$ cat config.mk
export PLATFORM = sky130hd
export DESIGN_NAME = gray_updown_counter
export DESIGN_NICKNAME = d
export VERILOG_FILES = /design/src/rtl/gray_updown_counter.sv
export SDC_FILE = /design/constraint.sdc
export NUM_CORES = 1
export LEC_CHECK = 0
export ABC_AREA = 1
export CAP_MARGIN = 30
export CORE_MARGIN = 4
export CORE_UTILIZATION = 56
export CTS_BUF_LIST = sky130_fd_sc_hd__clkbuf_2
export DETAILED_ROUTE_END_ITERATION = 8
export GPL_ROUTABILITY_DRIVEN = 0
export HOLD_SLACK_MARGIN = 0.12
export PLACE_DENSITY_LB_ADDON = 0.2
export SYNTH_ARGS = -nofsm -noshare
export SYNTH_HDL_FRONTEND = slang
export SYNTH_SLANG_ARGS = --single-unit
export TNS_END_PERCENT = 100
$ cat constraint.sdc
create_clock -name clk_i -period 8.95 [get_ports clk_i]
set_input_delay 1.3425 -clock clk_i [delete_from_list [all_inputs] [get_ports clk_i]]
set_output_delay 1.3425 -clock clk_i [all_outputs]
set_load 0.02 [all_outputs]
$ cat src/rtl/gray_updown_counter.sv
// gray_updown_counter: registered up/down Gray counter with binary mirror, wrap/saturate modes,
// terminal-count flag and wrap pulse; next state uses parity plus a selectable prefix-AND tree.
module gray_updown_counter #(
   parameter int width   = 16,
   parameter int speed   = 1,
   parameter int SAT     = 0,
   parameter int RST_VAL = 0
) (
   input  logic             clk_i,
   input  logic             rst_i,
   input  logic             clr_i,
   input  logic             ld_i,
   input  logic [width-1:0] ld_val_i,
   input  logic             en_i,
   input  logic             dn_i,
   output logic [width-1:0] q_o,
   output logic [width-1:0] q_bin_o,
   output logic             tc_o,
   output logic             wrap_o
);
   localparam int n = width - 2;
   localparam int levels = $clog2(n);
   localparam logic [width-1:0] rst_bin = width'(RST_VAL);
   localparam logic [width-1:0] rst_gray = rst_bin ^ (rst_bin >> 1);
   logic [n-1:0] pre;
   logic [n:0] pz;
   logic [width-1:0] flip, d, d_bin;
   logic low_rule, step, wrap_d;
   // pre[j] = all of q_o[j:0] are zero, built serially, Brent-Kung or Sklansky
   always_comb begin
      pre = ~q_o[n-1:0];
      if (speed == 0) begin
         for (int i = 1; i < n; i++) pre[i] = pre[i] & pre[i-1];
      end else if (speed == 1) begin
         for (int l = 0; (1 << l) < n; l++)
            for (int i = 0; i < n; i++)
               if ((i + 1) % (2 << l) == 0) pre[i] = pre[i] & pre[i - (1 << l)];
         for (int l = levels - 2; l >= 0; l--)
            for (int i = 0; i < n; i++)
               if ((i + 1) % (2 << l) == (1 << l) && i >= (2 << l)) pre[i] = pre[i] & pre[i - (1 << l)];
      end else begin
         for (int l = 0; (1 << l) < n; l++)
            for (int i = 0; i < n; i++)
               if ((i & (1 << l)) != 0) pre[i] = pre[i] & pre[((i >> l) << l) - 1];
      end
      pz = {pre, 1'b1};
      low_rule = (^q_o) ^ dn_i;
      flip = '0;
      flip[0] = ~low_rule;
      for (int k = 1; k < width - 1; k++) flip[k] = low_rule & q_o[k-1] & pz[k-1];
      flip[width-1] = low_rule & pz[n];
      tc_o = dn_i ? (q_bin_o == '0) : (&q_bin_o);
      step = en_i && !((SAT != 0) && tc_o);
      wrap_d = !clr_i && !ld_i && en_i && tc_o && (SAT == 0);
      d = clr_i ? rst_gray : ld_i ? ld_val_i : step ? (q_o ^ flip) : q_o;
      d_bin[width-1] = d[width-1];
      for (int i = width - 2; i >= 0; i--) d_bin[i] = d_bin[i+1] ^ d[i];
   end
   always_ff @(posedge clk_i or posedge rst_i) begin
      if (rst_i) begin
         q_o <= rst_gray;
         q_bin_o <= rst_bin;
         wrap_o <= 1'b0;
      end else begin
         q_o <= d;
         q_bin_o <= d_bin;
         wrap_o <= wrap_d;
      end
   end
endmodule

==> impl_metrics.env, run 1 <==
export IMPL_status="finished clean"
export IMPL_dpl_hpwl_um=4789
export IMPL_intPower_uw=278.2
export IMPL_finalSetupTns_ns=0
export IMPL_antenna_found_initial=0
export IMPL_hold_class="reg -> reg"
export IMPL_yosys_warnings=0
export IMPL_die_height_um=73.70
export IMPL_clockPowerShare_pct=13.7
export IMPL_hold_viol_final=0
export IMPL_cpMostUsedCell="nand2_1"
export IMPL_vias_per_cell=5.381
export IMPL_r2r_setup_slack_ns=4.87
export IMPL_ant_nets=0
export IMPL_grt_max_degree=33
export IMPL_cp_end_kind="register"
export IMPL_start_kind="primary input"
export IMPL_clock_latency_ns=0.38
export IMPL_synth_distinct_cells=29
export IMPL_cts_tree="built"
export IMPL_finalSetupViolations=0
export IMPL_synth_fp_nets=372
export IMPL_setup_ws_ns=4.240
export IMPL_worst_ep_arrival_time_ns=5.01
export IMPL_layout_commonest_cell="nand2_1"
export IMPL_die_area_mm2=0.005432
export IMPL_wl_per_cell_um=13.55
export IMPL_num_rows=23
export IMPL_grt_pass1_vias=2263
export IMPL_routed_wl_um=6085
export IMPL_slowest_delay_ns=0.55
export IMPL_period_share_pct=52.62
export IMPL_finalInstanceArea_mm2=0.003032
export IMPL_p_sw_share_pct=43.79
export IMPL_dr_pass1_iters=4
export IMPL_timing_hold_ws_ns=0.6399
export IMPL_dpl_instance_area_mm2=0.002999
export IMPL_pre_cts_slack_ns=3.885
export IMPL_vias=2416
export IMPL_yosys_register_bits=32
export IMPL_fp_dieW_um=73.70
export IMPL_yosysSeqAreaShare_pct=33.13
export IMPL_grt_overflow_total=0
export IMPL_synthTopCellsByArea="dfrtp_1, nand3_1, nand2_1"
export IMPL_cp_buffers_inverters=4
export IMPL_vdd_drop_max_mv=0.1152
export IMPL_postCtsSetupBuffers=0
export IMPL_postCtsHoldBufs=0
export IMPL_diodes=0
export IMPL_p_leak_nw=1.516
export IMPL_utilization_pct=74.19
export IMPL_cts_root_buffer="clkbuf_2"
export IMPL_n_fill_cell=318
export IMPL_first_iter_violations=204
export IMPL_clock_path_buffers=2
export IMPL_synth_area_mm2=0.002417
export IMPL_powerDensity_mw_per_mm2=163.3
export IMPL_initial_utilization_pct=59.15
export IMPL_grt_use_total_pct=24.03
export IMPL_clock_fmax_mhz=212.3
export IMPL_critPathSlowestCell="clkdlybuf4s50_1"
export IMPL_drive_above_1_share_pct=16.29
export IMPL_tightest_slew_ns=0.4320
export IMPL_avgSynthCellArea_um2=7.068
export IMPL_clk_pin_slew_ns=0.19
export IMPL_area_growth_pct=25.41
export IMPL_final_cell_mix="nand2_1, nand3_1, clkdlybuf4s50_1"
export IMPL_grt_setup_unrepaired="false"
export IMPL_yosys_area_top_type="dfrtp_1"
export IMPL_critPathMaxFanout=12
export IMPL_core_mm2=0.004086
export IMPL_cts_htree_levels=2
export IMPL_netlist_instances=342
export IMPL_relSlewSlack_pct=71.20
export IMPL_p_comb_share_pct=48.9
export IMPL_final_nets=429
export IMPL_crit_type="in -> reg"
export IMPL_clock_sink_count=32
export IMPL_path_delay_family="simple AND/OR/NAND/NOR gates"
export IMPL_skew_ns=0.03117
export IMPL_cts_repair_resized=0
export IMPL_p_seq_share_pct=37.4
export IMPL_grt_pass1_wl_um=10120
export IMPL_worstPathRequired_ns=9.25
export IMPL_drc=0
export IMPL_portBuffers=55
export IMPL_cts_buffers=5
export IMPL_drv_cap=0
export IMPL_synth_top_area_share_pct=33.13
export IMPL_period_minus_slack_ns=4.710
export IMPL_drv_slew=0
export IMPL_switchingPower_uw=216.7
export IMPL_ios=56
## synth_stat cells
| master | instances |
|---|---|
| buf_2 | 1 |
| nor2_4 | 1 |
| nand2_2 | 16 |
| o21ai_0 | 1 |
| nor3_1 | 8 |
| a211oi_1 | 1 |
| nand2_1 | 77 |
| or2_1 | 2 |
| nand3_1 | 59 |
| clkbuf_1 | 3 |
| nor4_1 | 6 |
| nand3_2 | 15 |
| nand4_1 | 9 |
| xor2_1 | 1 |
| o31ai_1 | 1 |
| or2_2 | 18 |
| clkinv_1 | 1 |
| inv_2 | 5 |
| nor2_1 | 16 |
| dfrtp_1 | 32 |
| a2111oi_0 | 1 |
| xnor2_1 | 3 |
| nor2_2 | 1 |
| buf_6 | 2 |
| ha_1 | 8 |
| nor3_2 | 2 |
| inv_1 | 50 |
| a21oi_1 | 1 |
| buf_4 | 1 |
## final timing paths
kind                       startpoint         end  depth (start not counted)
min reg2reg                q_bin_o[0]      wrap_o                          2
max in group asynchronous       rst_i  q_bin_o[5]                          3
max reg2reg                    q_o[6]  q_bin_o[0]                         35
min                        q_bin_o[0]      wrap_o                          2
min in group asynchronous       rst_i     q_o[12]                          3
max                              dn_i  q_bin_o[0]                         35
## registers in the layout (all words and copies together) (netlist names)
signal / flops
q_bin_o: 16
wrap_o: 1
q_o: 15
## power by group through the flow
| stage | clock [mW] | combinational, mW | sequential [mW] |
|---|---|---|---|
| floorplan | 0 | 0.138 | 0.211 |
| global placement | 0 | 0.235 | 0.187 |
| detailed placement | 0 | 0.241 | 0.187 |
| CTS | 0.0698 | 0.242 | 0.185 |
| global route | 0.0760 | 0.268 | 0.187 |
| finish | 0.0678 | 0.242 | 0.185 |
## stage by stage
step | total power, mW | cells
floorplan | 0.3492 | 342
global placement | 0.4226 | 442
detailed placement | 0.4280 | 442
CTS | 0.4963 | 449
global route | 0.5315 | 449
finish | 0.4949 | 449
## tightest hold or removal path, cell delays in order, from the launching register on
cell       delay (ns)
dfrtp_1          0.44
nand4_1          0.11
a2111oi_0        0.09
## layer usage
| metal | part of all wire [%] | vias up | global-route usage [%] |
|---|---|---|---|
| li1 | - | 1214 | - |
| met1 | 47 | 1125 | 31.79 |
| met2 | 46 | 64 | 39.37 |
| met3 | 4.9 | 13 | 4.514 |
| met4 | 1.5 | 0 | 7.847 |
| met5 | 0 | - | 0 |
## logic make-up after synthesis
family | Yosys count | synth area share [%]
fa+ha+maj | 8 | 4.141
simple gates | 230 | 49.28
flops | 32 | 33.13
buf+inv | 63 | 10.61
xor+xnor | 4 | 1.450
compound gates | 5 | 1.397
## cell type report
type                            count  area (um2)  share of cell area [%]
Clock inverter                      2       7.507                  0.2476
Timing Repair Buffer               57       565.5                   18.65
Clock buffer                        5       25.02                  0.8254
Tap cell                           50       62.56                   2.064
Multi-Input combinational cell    247        1360                   44.86
Inverter                           56       210.2                   6.934
Sequential cell                    32       800.8                   26.41
Note: power is estimated with default switching activity, not from simulation.
==> run 2: changes to the inputs <==
CORE_UTILIZATION = 52   (was 56)
clock period = 4.5 ns   (was 8.95 ns; I/O delays follow)
==> run 2 against run 1 <==
Against the previous run:
- critical path depth did not move
- sequential share of layout area unchanged
- combinational power grew 100%
- register-to-register slack worse by 4.4 ns
- highest routed layer unchanged
- flip-flop and latch count did not move
- non-clock buffer count stayed put
- setup slack lost 3.8 ns
- worst hold slack worse by 0.0024 ns
- first-iteration DRC count shrank 34%
- core utilization is 5.5 points lower
- power up 98%
- global-route usage fell by 2.6 points
==> impl_metrics.env, run 2 (same netlist as run 1, synthesis figures left out) <==
export IMPL_slowest_delay_ns=0.43
export IMPL_hold_class="reg -> reg"
export IMPL_dpl_instance_area_mm2=0.003002
export IMPL_period_minus_slack_ns=4.041
export IMPL_period_share_pct=89.80
export IMPL_cts_root_buffer="clkbuf_2"
export IMPL_pre_cts_slack_ns=0.1190
export IMPL_cp_end_kind="register"
export IMPL_initial_utilization_pct=54.76
export IMPL_die_height_um=76.18
export IMPL_setup_ws_ns=0.4589
export IMPL_holdPathEnd="wrap_o"
export IMPL_postCtsHoldBufs=0
export IMPL_ios=56
export IMPL_timing_hold_ws_ns=0.6375
export IMPL_powerDensity_mw_per_mm2=323.3
export IMPL_worstPathRequired_ns=4.76
export IMPL_fp_dieW_um=76.18
export IMPL_utilization_pct=68.68
export IMPL_grt_setup_unrepaired="false"
export IMPL_diodes=0
export IMPL_grt_overflow_total=0
export IMPL_reg2reg_from="q_o[6]"
export IMPL_min_from="q_bin_o[0]"
export IMPL_clock_latency_ns=0.38
export IMPL_grt_pass1_wl_um=10230
export IMPL_largest_reg_flops=16
export IMPL_r2r_setup_slack_ns=0.46
export IMPL_ant_nets=0
export IMPL_drive_above_1_share_pct=16.37
export IMPL_cpMostUsedCell="nand2_1"
export IMPL_busiest_layer="met2"
export IMPL_clock_fmax_mhz=247.5
export IMPL_relSlewSlack_pct=63.27
export IMPL_dp_cells=444
export IMPL_clock_path_buffers=2
export IMPL_layout_commonest_cell="nand2_1"
export IMPL_vias_per_cell=5.388
export IMPL_met2_usage_pct=35.70
export IMPL_first_iter_violations=135
export IMPL_instances_no_fill=449
export IMPL_dpl_hpwl_um=4908
export IMPL_final_nets=429
export IMPL_drc=0
export IMPL_crit_type="reg -> reg"
export IMPL_cts_repair_resized=0
export IMPL_cts_htree_levels=2
export IMPL_start_kind="register"
export IMPL_finalSetupTns_ns=0
export IMPL_hold_viol_final=0
export IMPL_grt_pass1_vias=2266
export IMPL_final_cell_mix="nand2_1, nand3_1, clkdlybuf4s50_1"
export IMPL_core_mm2=0.004414
export IMPL_tightest_slew_ns=0.5504
export IMPL_p_leak_nw=1.515
export IMPL_worst_ep_arrival_time_ns=4.30
export IMPL_die_area_mm2=0.005803
export IMPL_n_fill_cell=375
export IMPL_cts_buffers=5
export IMPL_critPathMaxFanout=12
export IMPL_finalInstanceArea_mm2=0.003032
export IMPL_vdd_drop_max_mv=0.2158
export IMPL_top_register="q_bin_o"
export IMPL_grt_met1_usage_pct=27.27
export IMPL_num_rows=24
export IMPL_dr_pass1_iters=4
export IMPL_status="finished clean"
export IMPL_vias=2419
export IMPL_grt_use_total_pct=21.46
export IMPL_critPathSlowestCell="dfrtp_1"
export IMPL_grt_max_degree=33
export IMPL_clock_sink_count=32
export IMPL_portBuffers=55
export IMPL_grt_util_met3_pct=5.201
export IMPL_clk_pin_slew_ns=0.18
export IMPL_largest_registers="q_bin_o (16), q_o (15), wrap_o (1)"
export IMPL_drv_slew=0
export IMPL_holdPathStages=2
export IMPL_skew_ns=0.03210
export IMPL_antenna_found_initial=0
export IMPL_drv_cap=0
export IMPL_routed_wl_um=6214
export IMPL_cts_tree="built"
export IMPL_timing_rr_end="q_bin_o[0]"
export IMPL_r2r_cells=35
export IMPL_finalSetupViolations=0
export IMPL_total_power_uw=980.2
export IMPL_postCtsSetupBuffers=0
export IMPL_area_growth_pct=25.41
export IMPL_wl_per_cell_um=13.84
run 2: changes by cell type in the layout (fill, tap and decap cells not counted), sizes merged:
cell | before | now
clkinv | 3 | 1
run 2: power by group:
group / internal [mW] / total [mW] / leakage [nW] / switching, mW
registers: 0.330 / 0.370 / 0.401 / 0.0402
clock network: 0.0298 / 0.123 / 0.0208 / 0.0929
logic: 0.194 / 0.488 / 1.09 / 0.294
total: 0.553 / 0.980 / 1.51 / 0.427
run 2: routing by layer:
metal | share of wire (%) | routed length, um
met2 | 47 | 2931
met5 | 0 | 0
met1 | 44 | 2744
met4 | 1.5 | 96
met3 | 7.1 | 442
run 2: layout make-up:
| class | count | area [um2] | area share [%] |
|---|---|---|---|
| multi-input cells | 247 | 1365 | 45.03 |
| well taps | 52 | 65.06 | 2.146 |
| inverters | 56 | 210.2 | 6.934 |
| repair buffers | 57 | 565.5 | 18.65 |
| flip-flops and latches | 32 | 800.8 | 26.41 |
| clock buffers | 5 | 25.02 | 0.8254 |
run 2: worst max-delay path by stage:
stage,to,start,depth (start not counted)
finish,q_bin_o[0],q_o[6],35
global route,q_bin_o[0],q_o[6],36
CTS,q_bin_o[0],q_o[6],35
detailed placement,q_bin_o[0],dn_i,35
global placement,q_bin_o[0],dn_i,35
floorplan,q_bin_o[0],q_o[0],36
run 2: worst max-delay path, delay by kind of cell (launching register included):
family        cells  cell delay (ns)
fa+ha+maj         1             0.36
buf+inv           4             0.35
simple gates     30             2.83
flops             1             0.43
